<file path="src/rtl/grid_char_parser_if.sv">
// Stream bundle for grid_char_parser: ASCII bytes in, one-bit cells out.
// The parser holds the slave view; the source/sink side holds the master view.
interface grid_char_parser_if #(
    parameter int COL_W = 12,
    parameter int ROW_W = 12
);
    logic             s_valid;
    logic             s_ready;
    logic [7:0]       s_data;
    logic             s_last;
    logic             o_valid;
    logic             o_ready;
    logic             o_pix;
    logic             o_eol;
    logic [COL_W-1:0] o_col;
    logic [ROW_W-1:0] o_row;

    modport master (
        output s_valid, s_data, s_last, o_ready,
        input  s_ready, o_valid, o_pix, o_eol, o_col, o_row
    );

    modport slave (
        input  s_valid, s_data, s_last, o_ready,
        output s_ready, o_valid, o_pix, o_eol, o_col, o_row
    );
endinterface

</file>
<file path="src/rtl/grid_char_parser.sv">
// ASCII grid to cell stream: measures row width from the first row,
// enforces it on later rows, emits row-terminator beats, flags done/error.
module grid_char_parser #(
    parameter int MAX_WIDTH = 2048,
    parameter int COL_W     = 12,
    parameter int ROW_W     = 12
) (
    input  logic             clk,
    input  logic             rst,
    grid_char_parser_if.slave bus,
    output logic [COL_W-1:0] row_width,
    output logic             width_locked,
    output logic             frame_done,
    output logic             err
);
    typedef enum logic [2:0] {
        S_MEASURE,
        S_STREAM,
        S_FLUSH,
        S_DONE,
        S_ERR
    } state_e;

    localparam logic [COL_W-1:0] MAX_C = COL_W'(MAX_WIDTH);

    state_e           state_q, state_d;
    logic [COL_W-1:0] col_q, col_d;
    logic [COL_W-1:0] rw_q, rw_d;
    logic             lock_q, lock_d;
    logic [ROW_W-1:0] row_q, row_d;
    logic             pend_q, pend_d;
    logic             ov_q, ov_d;
    logic             pix_q, pix_d;
    logic             eol_q, eol_d;
    logic [COL_W-1:0] ocol_q, ocol_d;
    logic [ROW_W-1:0] orow_q, orow_d;

    logic             drain, run, acc;
    logic             is_one, is_zero, is_nl, is_cr;
    logic             bad, eol_hit;
    logic [COL_W-1:0] col_nx;
    logic [ROW_W-1:0] row_inc;

    assign drain   = !ov_q || bus.o_ready;
    assign run     = (state_q == S_MEASURE) || (state_q == S_STREAM);
    // terminal states keep draining the source so it never stalls
    assign bus.s_ready = !rst && ((run && drain) ||
                                  (state_q == S_DONE) ||
                                  (state_q == S_ERR));
    assign acc     = bus.s_valid && bus.s_ready;

    assign is_one  = bus.s_data == 8'h40;
    assign is_zero = bus.s_data == 8'h2E;
    assign is_nl   = bus.s_data == 8'h0A;
    assign is_cr   = bus.s_data == 8'h0D;
    assign row_inc = (&row_q) ? row_q : row_q + ROW_W'(1);

    always_ff @(posedge clk) begin
        if (rst) begin
            state_q <= S_MEASURE;
            col_q   <= '0;
            rw_q    <= '0;
            lock_q  <= 1'b0;
            row_q   <= '0;
            pend_q  <= 1'b0;
            ov_q    <= 1'b0;
            pix_q   <= 1'b0;
            eol_q   <= 1'b0;
            ocol_q  <= '0;
            orow_q  <= '0;
        end else begin
            state_q <= state_d;
            col_q   <= col_d;
            rw_q    <= rw_d;
            lock_q  <= lock_d;
            row_q   <= row_d;
            pend_q  <= pend_d;
            ov_q    <= ov_d;
            pix_q   <= pix_d;
            eol_q   <= eol_d;
            ocol_q  <= ocol_d;
            orow_q  <= orow_d;
        end
    end

    always_comb begin
        state_d = state_q;
        col_d   = col_q;
        rw_d    = rw_q;
        lock_d  = lock_q;
        row_d   = row_q;
        pend_d  = pend_q;
        ov_d    = ov_q && !bus.o_ready;
        pix_d   = pix_q;
        eol_d   = eol_q;
        ocol_d  = ocol_q;
        orow_d  = orow_q;
        bad     = 1'b0;
        eol_hit = 1'b0;
        col_nx  = col_q;

        unique case (state_q)
            S_MEASURE, S_STREAM: begin
                if (acc) begin
                    if (is_one || is_zero) begin
                        if ((state_q == S_MEASURE) ? (col_q == MAX_C)
                                                   : (col_q == rw_q)) begin
                            bad = 1'b1;
                        end else begin
                            ov_d   = 1'b1;
                            pix_d  = is_one;
                            eol_d  = 1'b0;
                            ocol_d = col_q;
                            orow_d = row_q;
                            col_nx = col_q + COL_W'(1);
                        end
                    end else if (is_nl) begin
                        // a newline on an empty row is a blank line: dropped
                        if (col_q != '0) begin
                            if (state_q == S_STREAM && col_q != rw_q) begin
                                bad = 1'b1;
                            end else begin
                                eol_hit = 1'b1;
                                ov_d    = 1'b1;
                                pix_d   = 1'b0;
                                eol_d   = 1'b1;
                                ocol_d  = col_q;
                                orow_d  = row_q;
                                col_nx  = '0;
                                row_d   = row_inc;
                                rw_d    = col_q;
                                lock_d  = 1'b1;
                                state_d = S_STREAM;
                            end
                        end
                    end else if (!is_cr) begin
                        bad = 1'b1;
                    end

                    col_d = col_nx;

                    if (bad) begin
                        state_d = S_ERR;
                    end else if (bus.s_last) begin
                        pend_d = 1'b0;
                        if (eol_hit) begin
                            state_d = S_FLUSH;
                        end else if (col_nx == '0) begin
                            state_d = drain ? S_DONE : S_FLUSH;
                        end else if (state_q == S_MEASURE ||
                                     col_nx == rw_q) begin
                            state_d = S_FLUSH;
                            pend_d  = 1'b1;
                        end else begin
                            state_d = S_ERR;
                        end
                    end
                end
            end
            S_FLUSH: begin
                // pend_q: a synthetic row terminator is still owed
                if (pend_q) begin
                    if (drain) begin
                        ov_d   = 1'b1;
                        pix_d  = 1'b0;
                        eol_d  = 1'b1;
                        ocol_d = col_q;
                        orow_d = row_q;
                        col_d  = '0;
                        row_d  = row_inc;
                        rw_d   = col_q;
                        lock_d = 1'b1;
                        pend_d = 1'b0;
                    end
                end else if (drain) begin
                    state_d = S_DONE;
                end
            end
            S_DONE: begin
            end
            S_ERR: begin
            end
        endcase
    end

    assign bus.o_valid   = ov_q;
    assign bus.o_pix     = pix_q;
    assign bus.o_eol     = eol_q;
    assign bus.o_col     = ocol_q;
    assign bus.o_row     = orow_q;
    assign row_width     = rw_q;
    assign width_locked  = lock_q;
    assign frame_done    = state_q == S_DONE;
    assign err           = state_q == S_ERR;
endmodule

</file>
<file path="src/flat_wrapper.sv">
// flat-port wrapper written by rule: the top's interface ports become plain ports
module grid_char_parser_flat 
#(
    parameter int MAX_WIDTH = 2048,
    parameter int COL_W     = 12,
    parameter int ROW_W     = 12
)
  (clk, rst, row_width, width_locked, frame_done, err, bus_s_valid, bus_s_data, bus_s_last, bus_o_ready, bus_s_ready, bus_o_valid, bus_o_pix, bus_o_eol, bus_o_col, bus_o_row);
  grid_char_parser_if #(.COL_W(COL_W), .ROW_W(ROW_W)) bus_i ();
  input  logic clk;
  input  logic rst;
  output logic [COL_W-1:0] row_width;
  output logic width_locked;
  output logic frame_done;
  output logic err;
  input wire logic [$bits(bus_i.s_valid)-1:0] bus_s_valid;
  input wire logic [$bits(bus_i.s_data)-1:0] bus_s_data;
  input wire logic [$bits(bus_i.s_last)-1:0] bus_s_last;
  input wire logic [$bits(bus_i.o_ready)-1:0] bus_o_ready;
  output wire logic [$bits(bus_i.s_ready)-1:0] bus_s_ready;
  output wire logic [$bits(bus_i.o_valid)-1:0] bus_o_valid;
  output wire logic [$bits(bus_i.o_pix)-1:0] bus_o_pix;
  output wire logic [$bits(bus_i.o_eol)-1:0] bus_o_eol;
  output wire logic [$bits(bus_i.o_col)-1:0] bus_o_col;
  output wire logic [$bits(bus_i.o_row)-1:0] bus_o_row;
  assign bus_i.s_valid = bus_s_valid;
  assign bus_i.s_data = bus_s_data;
  assign bus_i.s_last = bus_s_last;
  assign bus_i.o_ready = bus_o_ready;
  assign bus_s_ready = bus_i.s_ready;
  assign bus_o_valid = bus_i.o_valid;
  assign bus_o_pix = bus_i.o_pix;
  assign bus_o_eol = bus_i.o_eol;
  assign bus_o_col = bus_i.o_col;
  assign bus_o_row = bus_i.o_row;
  grid_char_parser #(.MAX_WIDTH(MAX_WIDTH), .COL_W(COL_W), .ROW_W(ROW_W)) u_core (.clk(clk), .rst(rst), .bus(bus_i), .row_width(row_width), .width_locked(width_locked), .frame_done(frame_done), .err(err));
endmodule
</file>
<file path="config.mk">
export PLATFORM = sky130hd
export DESIGN_NAME = grid_char_parser_flat
export DESIGN_NICKNAME = d
export VERILOG_FILES = /design/src/rtl/grid_char_parser_if.sv /design/src/rtl/grid_char_parser.sv /design/src/flat_wrapper.sv
export SDC_FILE = /design/constraint.sdc
export NUM_CORES = 1
export LEC_CHECK = 0
export CORE_MARGIN = 1.5
export CORE_UTILIZATION = 35
export DETAILED_ROUTE_END_ITERATION = 7
export PLACE_DENSITY = 0.53
export SLEW_MARGIN = 30
export SYNTH_ARGS = -nofsm -noshare
export SYNTH_HDL_FRONTEND = slang
export SYNTH_SLANG_ARGS = --single-unit
</file>
<file path="constraint.sdc">
create_clock -name clk -period 7.5 [get_ports clk]
set_input_delay 0.75 -clock clk [delete_from_list [all_inputs] [get_ports clk]]
set_output_delay 0.75 -clock clk [all_outputs]
set_load 0.03 [all_outputs]
</file>
==> results of run 1 <==
## layout make-up
class,count,area (sq um),share of cell area
flip-flops and latches,68,1361,0.2716
inverters,14,52.55,0.01048
repair buffers,61,590.6,0.1178
clock buffers,10,239.0,0.04768
multi-input cells,432,2504,0.4995
well taps,143,178.9,0.03570
clock inverters,6,86.33,0.01722
## kinds of logic (layout without fill, tap and decap cells)
| group | count (synthesis) | count (layout) | share of synthesized area |
|---|---|---|---|
| AO/OA/AOI/OAI | 157 | 157 | 0.2593 |
| multiplexers | 3 | 3 | 0.007374 |
| XOR/XNOR | 17 | 17 | 0.03656 |
| AND/OR/NAND/NOR | 252 | 252 | 0.2980 |
| buffers and inverters | 50 | 91 | 0.05530 |
| adder cells (fa/ha/maj) | 3 | 3 | 0.009218 |
| flip-flops | 68 | 68 | 0.3343 |
## routing by layer
layer / global-route usage / vias up
li1: - / 2055
met1: 0.3048 / 1997
met2: 0.3638 / 189
met3: 0.03718 / 36
met4: 0.1214 / 0
met5: 0 / -
## path summary, 6_finish.rpt
path / start / to / slack [ns] / cells past startpoint
setup / recovery: bus_s_data[0] / u_core.row_q[7] / 3.43 / 12
setup reg to reg: u_core.col_q[4] / u_core.state_q[0] / 3.59 / 11
hold reg to reg: u_core.bus.o_row[7] / u_core.bus.o_row[7] / 0.45 / 2
hold / removal: u_core.bus.o_row[7] / u_core.bus.o_row[7] / 0.45 / 2
## power by group through the flow
stage	Sequential, mW	Clock, mW	Combinational, mW
floorplan	0.375	0	0.0605
global placement	0.378	0	0.0844
detailed placement	0.378	0	0.0836
CTS	0.371	0.467	0.0840
global route	0.371	0.488	0.0943
finish	0.371	0.459	0.0865
## cell usage after synthesis (all sizes together) (3+ instances only)
library cell and instances:
nor2 50, dfxtp 68, nor2b 11, ha 3, xnor2 7, a2111oi 3, a21o 3, buf 11
a311oi 6, mux2i 3, a32oi 3, and3 9, inv 14, a221oi 3, a211oi 8, nand4 10
nand2b 10, xor2 10, o21ai 22, clkbuf 25, a21oi 61, and2 3, or2 3, a31oi 8
nand2 103, nand3 17, nor3 15, o211ai 9, and4 5, a22oi 4, nor4 9
## worst max-delay path, delay by kind of cell
family	cells	cell delay (ns)
AO/OA/AOI/OAI	3	1.14
XOR/XNOR	1	0.15
buffers and inverters	1	0.44
AND/OR/NAND/NOR	7	1.79
## sequential cells by signal (all words and copies together) (netlist names)
signal and count:
u_core.bus.o_col 12, u_core.bus.o_eol 1, u_core.bus.o_pix 1, u_core.bus.o_row 12, u_core.bus.o_valid 1, u_core.col_q 12
u_core.pend_q 1, u_core.row_q 12, u_core.row_width 12, u_core.state_q 3, u_core.width_locked 1
==> results.ini, run 1 <==
[clock_network]
ctsHoldBuffers = 0
cts.htree.levels = 3
cts-root-buf = clkbuf_16
clk_latency_ns = 0.33
cts_tree = yes
numCtsBuffers = 9
path_clk_slew_ns = 0.06
cts_buffer_depth = 2
cts_setup_buffers = 0
clock_sinks = 68
cts_resized = 0

[setup_path]
path_common_cell = nor2_1
cp.arrival_ns = 4.27
max_stage_delay_ns = 0.53
critical_path.max_fanout = 13
crit_type = input pin to flip-flop
crit_required_ns = 7.69
cp_cell_sequence = clkdlybuf4s50_1 -> nor3_1 -> nand4_1 -> nor2_1 -> o21ai_0 -> or2_0 -> a21o_1 -> a31oi_2 -> and3b_1 -> nand2_1 -> xor2_1 -> nor2_1
crit_path_end_kind = flip-flop
slowest_stage = a31oi_2
start_kind = input pin

[yosys]
yosys_most_used_dff = dfxtp_1
ys_types = 71
seq_area_frac_synth = 0.3343
yosysTopAreaCell = dfxtp_1
synth_edf_count = 0
yosysWarnings = 0
synth_cells = 550
ys_ff_latch = 68
synth_area_per_cell_sq_um = 7.405
syn_area_sq_mm = 0.004073
ys_async_sr_fraction = 0
synth_area_leaders = dfxtp_1 (33%), nand2_1 (9.5%), a21oi_1 (7.4%)
synth_top_area_frac = 0.3343
syn_nets = 566

[global_routing]
grt_remaining_overflow = 0
grt_pass1_wl_mm = 22.65
antenna_found_initial = 0
grt_pass1_vias = 4184
grt_max_degree = 71
grt_util_all_layers = 0.2313

[timing]
grt_setup_unrepaired = no
hold_viol = 0
fmaxAchievable_mhz = 245.4
worst_hold_slack_ns = 0.4548
setup_viol = 0
tns_ns = 0
finalWorstSetupSlack_ns = 3.425
slew-limit-headroom = 0.4927
fin_crit_sh = 0.5433
maxSlewViolCount = 0
tightest_slew_ns = 0.7531
finalCriticalPeriod_ns = 4.075
clock_skew_ns = 0.009073

[floorplan]
rows = 39
initial_core_util = 0.3582
core_area_sq_mm = 0.01137
die_w_um = 110.9
die_h_um = 110.9
dieArea_sq_mm = 0.01229
ioPinCount = 56

[placement]
gp_congestion = 1.005
post-place-ws_ns = 3.127
dp_hpwl_mm = 10.03
dp.cells = 718
post_dp_cell_area_sq_mm = 0.004672
port_buffers = 55

[power_and_ir_drop]
finalPower_uw = 915.8
p_sw_frac = 0.2451
ir_drop_uv = 109.5
p_leak_nw = 1.649
p_comb_frac = 0.094
p_switching_uw = 224.4
seqPwrFrac = 0.405
pwr-share-clk = 0.501
pwr_density_cell_mw_per_mm2 = 182.7
internal_power_uw = 691.3

[layout]
final_common_cell = nand2_1
fillCellCount = 1160
syn_to_final_growth_pct = 23.07
drive_above_1_share = 0.06430
postLayoutCoreUtil = 0.4409
final_area_sq_mm = 0.005012
nets = 602
n_antenna_cell = 0
final_cell_mix = nand2_1 (102), dfxtp_1 (68), a21oi_1 (60)
stdcell_count = 734

[drt]
ant_nets = 0
drtIter0Drc = 387
drc = 0
drt-total-wl_mm = 13.85
wl_met1_mm = 6.085
via_per_inst = 5.827
dr.pass1.iters = 5
wl_met3_um = 957
num_vias = 4277
met2_length_mm = 6.277
routed_wire_length_per_instance_um = 18.87
maxUsedRoutingLayer = met4

[min_path]
hold_class = flip-flop to flip-flop

[run]
max_cap_violations = 0

[status]
status = finished clean

(Power assumes the default switching activity.)
==> inputs of run 2 (changes only) <==
--- a/config.mk
+++ b/config.mk
@@ -8,7 +8,7 @@
 export CORE_MARGIN = 1.5
 export CORE_UTILIZATION = 35
 export DETAILED_ROUTE_END_ITERATION = 7
-export PLACE_DENSITY = 0.53
+export PLACE_DENSITY = 0.55
 export SLEW_MARGIN = 30
 export SYNTH_ARGS = -nofsm -noshare
 export SYNTH_HDL_FRONTEND = slang
==> constraint.sdc (replaced) <==
create_clock -name clk -period 3.5 [get_ports clk]
set_input_delay 0.35 -clock clk [delete_from_list [all_inputs] [get_ports clk]]
set_output_delay 0.35 -clock clk [all_outputs]
set_load 0.03 [all_outputs]
==> run 2 against run 1 <==
Net effect: global-route usage increased by 2.1 points; core utilization grew 6.0 points; clock-buffer cell count fell by 1; wire length is 11% higher; clock power rose by 100%; flip-flop and latch count stayed put; sequential power up 110%; highest routed layer unchanged; via count grew 7.7%.
==> results.ini, run 2 (synthesized netlist as in run 1, its figures left out) <==
[status]
status = finished clean  ; unchanged

[power_and_ir_drop]
p_leak_nw = 2.087  ; was 1.649 nW
p_switching_uw = 518.0  ; was 224.4 uW
p_sw_frac = 0.2666  ; was 0.2451
p_comb_frac = 0.123  ; was 0.094
seqPwrFrac = 0.404  ; was 0.405
pwr-share-clk = 0.473  ; was 0.501
ir_drop_uv = 299.0  ; was 109.5 uV
pwr_density_cell_mw_per_mm2 = 341.4  ; was 182.7 mW/mm^2
internal_power_mw = 1.425  ; was 691.3 uW

[global_routing]
grt_pass1_wl_mm = 24.33  ; was 22.65 mm
grt_max_degree = 70  ; was 71
grt_remaining_overflow = 0  ; unchanged
grt_pass1_vias = 4485  ; was 4184
grt_util_all_layers = 0.2526  ; was 0.2313
antenna_found_initial = 0  ; unchanged

[timing]
grt_setup_unrepaired = no  ; unchanged
tns_ns = 0  ; unchanged
slew-limit-headroom = 0.4861  ; was 0.4927
setup_viol = 0  ; unchanged
tightest_slew_ns = 0.7708  ; was 0.7531 ns
finalCriticalPeriod_ns = 3.332
clock_skew_ns = 0.006665  ; was 0.009073 ns
fin_crit_sh = 0.9520
fmaxAchievable_mhz = 300.1
worst_hold_slack_ns = 0.4537  ; was 0.4548 ns
hold_viol = 0  ; unchanged
maxSlewViolCount = 0  ; unchanged

[layout]
n_antenna_cell = 0  ; unchanged
final_area_sq_mm = 0.005692  ; was 0.005012 sq mm
final_common_cell = nand2_1  ; unchanged
stdcell_count = 820  ; was 734
drive_above_1_share = 0.1891  ; was 0.06430
postLayoutCoreUtil = 0.5006  ; was 0.4409
final_cell_mix = nand2_1 (103), buf_4 (88), dfxtp_1 (68)  ; was nand2_1 (102), dfxtp_1 (68), a21oi_1 (60)
syn_to_final_growth_pct = 39.75  ; was 23.07%
nets = 688  ; was 602

[drt]
drc = 0  ; unchanged
num_vias = 4605  ; was 4277
via_per_inst = 5.616  ; was 5.827
dr.pass1.iters = 5  ; unchanged
drt-total-wl_mm = 15.32  ; was 13.85 mm
routed_wire_length_per_instance_um = 18.68  ; was 18.87 um
drtIter0Drc = 371  ; was 387
ant_nets = 0  ; unchanged

[setup_path]
critical_path.max_fanout = 15  ; was 13
worstReg2RegEnd = u_core.state_q[1]  ; was u_core.state_q[0]
max_stage_delay_ns = 0.50  ; was 0.53 ns
r2r_start = u_core.col_q[3]  ; was u_core.col_q[4]
crit_required_ns = 3.74  ; was 7.69 ns
reg2reg_depth = 12  ; was 11
path_common_cell = o211ai_1  ; was nor2_1
crit_path_end_kind = flip-flop  ; unchanged
cp.arrival_ns = 3.57  ; was 4.27 ns
slowest_stage = a2111o_1  ; was a31oi_2
r2r_slack_ns = 0.17  ; was 3.59 ns
cp_cell_sequence = buf_4 -> nor4_2 -> a21oi_1 -> a2111o_1 -> buf_12 -> o211ai_1 -> and4_1 -> o32ai_1 -> nor4_1 -> nor2b_1 -> o211ai_1 -> a211oi_1  ; was clkdlybuf4s50_1 -> nor3_1 -> nand4_1 -> nor2_1 -> o21ai_0 -> or2_0 -> a21o_1 -> a31oi_2 -> and3b_1 -> nand2_1 -> xor2_1 -> nor2_1
crit_type = flip-flop to flip-flop  ; was input pin to flip-flop
start_kind = flip-flop  ; was input pin

[floorplan]
die_h_um = 110.9  ; unchanged
die_w_um = 110.9  ; unchanged
ioPinCount = 56  ; unchanged
initial_core_util = 0.3582  ; unchanged
rows = 39  ; unchanged
core_area_sq_mm = 0.01137  ; unchanged
dieArea_sq_mm = 0.01229  ; unchanged

[clock_network]
clock_sinks = 68  ; unchanged
numCtsBuffers = 9  ; unchanged
cts.htree.levels = 3  ; unchanged
ctsHoldBuffers = 0  ; unchanged
cts_buffer_depth = 2  ; unchanged
path_clk_slew_ns = 0.06  ; about the same
clk_latency_ns = 0.34  ; was 0.33 ns
cts_tree = yes  ; unchanged
cts-root-buf = clkbuf_16  ; unchanged

[placement]
port_buffers = 55  ; unchanged
dp_hpwl_mm = 11.60  ; was 10.03 mm
post_dp_cell_area_sq_mm = 0.005350  ; was 0.004672 sq mm
dp.cells = 802  ; was 718
gp_congestion = 0.9912  ; was 1.005

[min_path]
min_from = u_core.bus.o_col[5]  ; was u_core.bus.o_row[7]
hold_class = flip-flop to flip-flop  ; unchanged
whs_path_depth = 2  ; unchanged
hold_end = u_core.bus.o_col[5]  ; was u_core.bus.o_row[7]

[run]
max_cap_violations = 0  ; unchanged

run 2: worst max-delay path by stage:
stage	start	to	slack, ns
after CTS	u_core.col_q[10]	u_core.bus.o_row[11]	0.08
after detailed placement	bus_s_data[3]	u_core.state_q[1]	-0.15
after global routing	u_core.row_width[3]	u_core.state_q[1]	0.001
after global placement	bus_s_data[1]	u_core.state_q[1]	-0.1
after floorplan	u_core.row_width[11]	u_core.state_q[0]	0.47
final	u_core.col_q[3]	u_core.state_q[1]	0.17
run 2: through the flow:
step	worst slack, ns	total power, mW
after floorplan	0.4693	0.9333
after global placement	-0.09934	1.032
after detailed placement	-0.1504	1.032
after CTS	0.08373	1.968
after global routing	0.001150	2.021
final	0.1680	1.943
run 2: power groups by stage:
stage | Clock [mW] | Sequential (mW) | Combinational, mW
after detailed placement | 0 | 0.801 | 0.231
after global routing | 0.978 | 0.785 | 0.259
after CTS | 0.951 | 0.784 | 0.232
after floorplan | 0 | 0.804 | 0.130
final | 0.919 | 0.784 | 0.240
after global placement | 0 | 0.801 | 0.231
run 2: per-layer routing:
metal / wire, um / share of wire / global-route usage / vias to the layer above
met3: 898 / 0.059 / 0.04265 / 32
met5: 0 / 0 / 0 / -
li1: - / - / - / 2229
met1: 6749 / 0.44 / 0.3294 / 2186
met4: 591 / 0.039 / 0.1111 / 0
met2: 7078 / 0.46 / 0.4103 / 158
run 2: what timing repair did:
| action | in CTS | in global routing |
|---|---|---|
| setup buffers | 0 | 2 |
| gates resized for setup | 1 | 7 |
| setup endpoints to repair | 1 | 28 |
| pin swaps | 0 | 2 |
run 2: area by class of cell:
cell class              instances  area, sq um
fillers                      1143         5678
multi-input cells             432         2512
flip-flops and latches         68         1361
repair buffers                147         1286
clock buffers                   9        225.2
well taps                     143        178.9
clock inverters                 7        75.07
inverters                      14        52.55
run 2: critical path, delay by kind of cell, from the launching register on:
family | cells | cell delay [ns]
AOI/OAI and AO/OA | 6 | 1.47
DFF | 1 | 0.32
and+or+nand+nor | 4 | 1.06
buffers and inverters | 2 | 0.38
